### src/rtl/sha256_pkg.sv
// Shared definitions for the SHA-256 message padder: FSM encoding,
// block geometry and the padding marker byte.
package sha256_pkg;

  localparam int BLOCK_WORDS = 16;
  localparam int LEN_BITS    = 64;

  localparam logic [7:0] PAD_MARKER = 8'h80;

  typedef enum logic [2:0] {
    S_IDLE  = 3'd0,
    S_LOAD  = 3'd1,
    S_PAD   = 3'd2,
    S_START = 3'd3,
    S_SEND  = 3'd4,
    S_WAIT  = 3'd5,
    S_DONE  = 3'd6
  } pad_state_t;

  // Word holding only the marker in its most significant byte.
  function automatic logic [31:0] marker_word();
    return {PAD_MARKER, 24'h000000};
  endfunction

endpackage

### src/rtl/sha256_pad_fill.sv
// Combinational padding helper: merges the 0x80 marker into the last
// message word, reports which buffer words must be zero-filled and
// whether the 64-bit length still fits in the current block.
module sha256_pad_fill
  import sha256_pkg::*;
(
  input  logic [31:0]            last_word,
  input  logic [2:0]             last_bytes,
  input  logic [3:0]             last_idx,
  output logic [31:0]            merged_word,
  output logic [BLOCK_WORDS-1:0] zero_mask,
  output logic                   marker_next,
  output logic                   marker_pending,
  output logic                   fits_len
);

  logic [4:0] marker_idx;

  // Marker placement, zero-fill mask and length-fit decision.
  always_comb begin
    merged_word = last_word;
    case (last_bytes)
      3'd0:    merged_word = marker_word();
      3'd1:    merged_word = {last_word[31:24], PAD_MARKER, 16'h0000};
      3'd2:    merged_word = {last_word[31:16], PAD_MARKER, 8'h00};
      3'd3:    merged_word = {last_word[31:8], PAD_MARKER};
      default: merged_word = last_word;
    endcase

    // A full last word pushes the marker into the following word,
    // which may fall off the end of the block.
    marker_next    = (last_bytes >= 3'd4);
    marker_idx     = {1'b0, last_idx} + {4'd0, marker_next};
    marker_pending = marker_idx[4];
    fits_len       = (marker_idx <= 5'd13);

    for (int i = 0; i < BLOCK_WORDS; i++) begin
      zero_mask[i] = (i > int'(last_idx));
    end
  end

endmodule

### src/rtl/sha256_padder.sv
// SHA-256 message padder: collects big-endian message words into a
// 512-bit block buffer, applies marker/zero/length padding and feeds
// each block to the SHA-256 controller one word per request.
module sha256_padder
  import sha256_pkg::*;
(
  input  logic        clk,
  input  logic        reset_n,
  input  logic [31:0] in_data,
  input  logic        in_valid,
  input  logic        in_last,
  input  logic [2:0]  in_bytes,
  output logic        in_ready,
  output logic        sha_start,
  output logic        new_msg_n,
  input  logic        word_req,
  output logic [31:0] word_data,
  output logic        word_valid,
  input  logic        hash_done,
  output logic        msg_done
);

  pad_state_t           state;
  logic [31:0]          blk_buf [BLOCK_WORDS];
  logic [3:0]           idx;
  logic [LEN_BITS-1:0]  byte_cnt;
  logic [LEN_BITS-1:0]  bit_len;
  logic [3:0]           last_idx;
  logic [2:0]           last_bytes;
  logic                 first_blk;
  logic                 final_blk;
  logic                 need_extra;
  logic                 pending_80;

  logic [31:0]            fill_word;
  logic [BLOCK_WORDS-1:0] zero_mask;
  logic                   marker_next;
  logic                   marker_pending;
  logic                   fits_len;
  logic                   accept;

  sha256_pad_fill u_fill (
    .last_word      (blk_buf[last_idx]),
    .last_bytes     (last_bytes),
    .last_idx       (last_idx),
    .merged_word    (fill_word),
    .zero_mask      (zero_mask),
    .marker_next    (marker_next),
    .marker_pending (marker_pending),
    .fits_len       (fits_len)
  );

  assign bit_len    = {byte_cnt[LEN_BITS-4:0], 3'b000};
  assign in_ready   = (state == S_LOAD);
  assign accept     = in_valid && in_ready;
  assign word_valid = (state == S_SEND) && word_req;
  assign word_data  = word_valid ? blk_buf[idx] : 32'h0000_0000;

  // Block-assembly and handshake FSM with registered control outputs.
  always_ff @(posedge clk or negedge reset_n) begin
    if (!reset_n) begin
      state      <= S_IDLE;
      for (int i = 0; i < BLOCK_WORDS; i++) blk_buf[i] <= '0;
      idx        <= '0;
      byte_cnt   <= '0;
      last_idx   <= '0;
      last_bytes <= '0;
      first_blk  <= 1'b0;
      final_blk  <= 1'b0;
      need_extra <= 1'b0;
      pending_80 <= 1'b0;
      sha_start  <= 1'b0;
      new_msg_n  <= 1'b1;
      msg_done   <= 1'b0;
    end else begin
      sha_start <= 1'b0;
      new_msg_n <= 1'b1;
      msg_done  <= 1'b0;

      case (state)
        S_IDLE: begin
          for (int i = 0; i < BLOCK_WORDS; i++) blk_buf[i] <= '0;
          idx        <= '0;
          byte_cnt   <= '0;
          final_blk  <= 1'b0;
          need_extra <= 1'b0;
          pending_80 <= 1'b0;
          if (in_valid) begin
            first_blk <= 1'b1;
            state     <= S_LOAD;
          end
        end

        S_LOAD: begin
          if (accept) begin
            blk_buf[idx] <= in_data;
            byte_cnt     <= byte_cnt + LEN_BITS'(in_bytes);
            idx          <= idx + 4'd1;
            if (in_last) begin
              last_idx   <= idx;
              last_bytes <= in_bytes;
              state      <= S_PAD;
            end else if (idx == 4'd15) begin
              sha_start <= 1'b1;
              new_msg_n <= ~first_blk;
              state     <= S_START;
            end
          end
        end

        S_PAD: begin
          // Later writes override earlier ones: zero fill, then the
          // merged last word, then the spilled marker, then length.
          for (int i = 0; i < BLOCK_WORDS; i++) begin
            if (zero_mask[i]) blk_buf[i] <= '0;
          end
          blk_buf[last_idx] <= fill_word;
          if (marker_next && !marker_pending) begin
            blk_buf[last_idx + 4'd1] <= marker_word();
          end
          if (fits_len) begin
            blk_buf[14] <= bit_len[63:32];
            blk_buf[15] <= bit_len[31:0];
            final_blk   <= 1'b1;
          end else begin
            final_blk   <= 1'b0;
            need_extra  <= 1'b1;
            pending_80  <= marker_pending;
          end
          sha_start <= 1'b1;
          new_msg_n <= ~first_blk;
          state     <= S_START;
        end

        S_START: begin
          idx       <= '0;
          first_blk <= 1'b0;
          state     <= S_SEND;
        end

        S_SEND: begin
          if (word_valid) begin
            idx <= idx + 4'd1;
            if (idx == 4'd15) state <= S_WAIT;
          end
        end

        S_WAIT: begin
          if (hash_done) begin
            if (final_blk) begin
              msg_done <= 1'b1;
              state    <= S_DONE;
            end else if (need_extra) begin
              // Overflow block: zeros, optional marker, then length.
              for (int i = 0; i < BLOCK_WORDS; i++) blk_buf[i] <= '0;
              blk_buf[0]  <= pending_80 ? marker_word() : 32'h0000_0000;
              blk_buf[14] <= bit_len[63:32];
              blk_buf[15] <= bit_len[31:0];
              final_blk   <= 1'b1;
              need_extra  <= 1'b0;
              pending_80  <= 1'b0;
              sha_start   <= 1'b1;
              new_msg_n   <= ~first_blk;
              state       <= S_START;
            end else begin
              idx   <= '0;
              state <= S_LOAD;
            end
          end
        end

        S_DONE: begin
          state <= S_IDLE;
        end

        default: state <= S_IDLE;
      endcase
    end
  end

endmodule
### config.mk
export PLATFORM = sky130hd
export DESIGN_NAME = sha256_padder
export DESIGN_NICKNAME = d
export VERILOG_FILES = /design/src/rtl/sha256_pkg.sv /design/src/rtl/sha256_pad_fill.sv /design/src/rtl/sha256_padder.sv
export SDC_FILE = /design/constraint.sdc
export NUM_CORES = 2
export LEC_CHECK = 0
export ABC_AREA = 1
export CAP_MARGIN = 20
export CELL_PAD_IN_SITES_DETAIL_PLACEMENT = 1
export CELL_PAD_IN_SITES_GLOBAL_PLACEMENT = 1
export CORE_AREA = 4 4 448 450
export DETAILED_ROUTE_END_ITERATION = 16
export DIE_AREA = 0 0 452 454
export GPL_ROUTABILITY_DRIVEN = 0
export PLACE_DENSITY = 0.63
export SYNTH_ARGS = -nofsm -noshare
export SYNTH_HDL_FRONTEND = slang
export SYNTH_SLANG_ARGS = --single-unit
### constraint.sdc
create_clock -name clk -period 9.1 [get_ports clk]
set_clock_uncertainty 0.1 [all_clocks]
set_input_delay 1.365 -clock clk [delete_from_list [all_inputs] [get_ports clk]]
set_output_delay 1.365 -clock clk [all_outputs]
set_load 0.05 [all_outputs]
==> impl_results.md <==
* Outcome: complete, no violations
* MaxCap Viol Count at 0
* WL/cell at 27.3 um
* Vias in the first global route at between 60000 and 70000
* GRT Util Overall at 0.288
* Detailed-router iteration count before antenna repair at 6
* Initial Util at 0.259
* Final WL at 307 mm
* Dpl hpwl at 185 mm
* CP arrival at 5140 ps
* WP data required at 7640 ps
* HP Start: byte_cnt[25]
* Cts repair resizes at 0
* Final setup viols at 0
* I/O Pins at 78
* Clock transition at the registers of the reported paths at 60 ps
* Cells after DPL at 11070
* Worst setup EP type: primary output
* Comb pwr share at 0.612
* DIE AREA at 0.205 mm^2
* Synth top cells by count: nand2_1, o21ai_0, a21oi_1, inv_1, dfrtp_1
* RSZ-0062 raised after global routing: false
* Global route overflow at 0
* Final period util at 0.726
* Ys Warns at 0
* VDD IR max at roughly 0.0004 V
* IO Port Bufs at 77
* DRC viols at 0
* Slew @ Worst Pin at 1360 ps
* Synth-to-layout area growth at 11.4%
* Switch Pwr at ~11000 uW
* Seq/Total Area, Yosys at 0.292
* Top FF cell, synth: dfrtp_1
* Total CTS buffers at 81
* Final Hold Vio Count at 0
* Finished Core Util at 0.288
* DR vias at between 60000 and 70000
* DR vias/cell at 5.79
* Core area at 0.197 mm^2
* Die height at approximately 450 um
* Fill cells at 25708
* CTS tree: done
* Clk buf depth at 3
* Sink Count at 594
* Worst Hold Class: reg2reg
* Final antenna-violating net count at 0
* Critical setup path kind: reg2out
* Largest net degree at the start of global routing at 172
* Post-Syn Nets at 8943
* Mapped Avg Cell Area at 5.72 um^2
* Synthesized area at 0.0509 mm^2
* Async set-reset flop share out of synthesis at 1.00
* Post-synth EDFFs at 0
* Initial antenna violation count at 26
* F_max at 151 MHz
* Clk Latency, worst-skew pair at around 730 ps
* Synth cell types at 47
* 1st-iter DRT viols at approximately 7000
* Int Pwr at between 7000 and 8000 uW
* Seq cells post-synth at 594
* Clock network power share at 0.199
* Reg2reg start: last_idx[1]
* Non-filler cells in the finished layout at 11229
* Net Sw Frac at 0.602
* Slew Limit Fails at 0
* Synth top area share at 0.292
* Yosys top cell by area: dfrtp_1
* Most frequent cell after synthesis: nand2_1
* DIE WIDTH at 452 um
* CP Launch Point: idx[0]
* Fin crit period at 6610 ps
* Pwr Density at 316 mW/mm^2
* Hold Buf Count CTS at 0
* Final Cell Area at ~0.057 mm^2
* CP Launch Type: flip-flop
* # nets final at 8566
* Critical Path Fanout Max at ~110
* Area contributors post-synth: dfrtp_1, nand2_1, o21ai_0
* Root buf cell: clkbuf_16
* Worst slew margin at 0.0924
* Setup tns final at 0 ps
* Wire length of the first global-routing pass at 445 mm
* Flop pwr share at 0.189
* Row Count at approximately 160
* Cell Area, Placed at around 0.054 mm^2
* Leak at 0.0260 uW
* Synthesized instance count at approximately 8900
* Setup bufs post-CTS at 0
* # H-tree levels at 3
* Share of cells above drive strength 1 at 0.0539
==> placed cells by master, fill, tap and decap left out, types with 7 or more instances in the layout <==
cell type        Yosys  routed
or2_2               35      35
nor2_2              22      18
dfrtp_1            593     589
clkinv_2             0      16
clkbuf_1           485      12
clkbuf_8             0      25
o21ai_0           1234    1234
buf_12               0      17
buf_4               16     138
clkdlybuf4s50_1      0      76
o21ai_1            164     161
nor2_4               6      31
nand4_1             38      38
inv_2               23      32
nor2_1             463     442
diode_2              0      10
clkbuf_16            0      84
xor2_1              12      12
nor3_1              67      67
bufinv_16            0       7
a21oi_1           1214    1213
o21ai_2             23      25
o211ai_1            49      49
inv_1              616     604
nand2_2              2       8
nand3_1            328     327
nand2_1           3255    3245
ha_1                 9       9
==> path summary, 6_finish.rpt <==
kind                            slack (ps)  cells after the start             to
worst min register to register         380                      1   byte_cnt[25]
worst min-delay path                   380                      1   byte_cnt[25]
max in group asynchronous             6250                      3   blk_buf[248]
worst max register to register        4130                     12   blk_buf[379]
worst max-delay path                  2490                      9  word_data[18]
min in group asynchronous              580                      1   blk_buf[354]
==> metrics by stage <==
stage | total power (uW) | setup slack, ps | hold slack, ps
after detailed placement | 13900 | 3260 | 370
after CTS | 17500 | 2490 | 381
final | 17900 | 2490 | 379
after floorplan | 9180 | 5210 | 303
after global placement | 13700 | 3160 | 362
after global routing | 18400 | 2350 | 406
==> power groups by stage <==
stage                     clock [uW]  sequential, uW  combinational (uW)
after detailed placement           0            3410               10500
after global placement             0            3400               10300
after CTS                       3610            3370               10500
final                           3560            3390               11000
after global routing            3700            3430               11300
after floorplan                    0            3230                5950
==> worst max-delay path, cell delays in order, from the launching register on <==
cell and delay [ps]:
dfrtp_4 750, inv_8 620, buf_4 700, a21oi_1 160, o21ai_0 130, a21oi_1 110, or2_2 290, nor3_1 700
nor2_1 110, clkdlybuf4s50_1 750
==> metal layers <==
metal  track usage  vias to the layer above  wire [um]
met5             0                        -         96
met4         0.175                       14      20500
met3        0.0585                     1045      29800
met2         0.454                     3542     135000
met1         0.364                    32319     122000
li1              -                    28137          -
==> cell families (layout without fill, tap and decap cells) <==
| logic type | after synthesis | count (layout) | share of synthesized area |
|---|---|---|---|
| muxes | 2 | 2 | 0.000442 |
| xor gates and xnor gates | 12 | 12 | 0.00206 |
| adders and majority gates | 10 | 10 | 0.00261 |
| DFF | 594 | 594 | 0.292 |
| buffers and inverters | 1334 | 1021 | 0.103 |
| other | 0 | 10 | 0 |
| AOI/OAI and AO/OA | 2717 | 2717 | 0.273 |
| and+or+nand+nor | 4223 | 4223 | 0.327 |
==> layout make-up <==
class | instances | area [um^2] | area share
Multi-Input combinational cell | 6964 | 31100 | 0.548
Timing Repair Buffer | 232 | 2150 | 0.0380
Clock inverter | 26 | 325 | 0.00574
Antenna cell | 10 | 25.0 | 0.000441
Inverter | 642 | 2440 | 0.0430
Clock buffer | 121 | 2490 | 0.0439
Sequential cell | 594 | 14900 | 0.262
Tap cell | 2640 | 3300 | 0.0583
==> registers in the layout, indices dropped and copies added (netlist names) <==
register	count
byte_cnt	61
pending_80	1
blk_buf	512
sha_start	1
msg_done	1
idx	4
need_extra	1
state	3
first_blk	1
new_msg_n	1
last_bytes	3
last_idx	4
final_blk	1
Note: power is estimated with default switching activity, not from simulation.
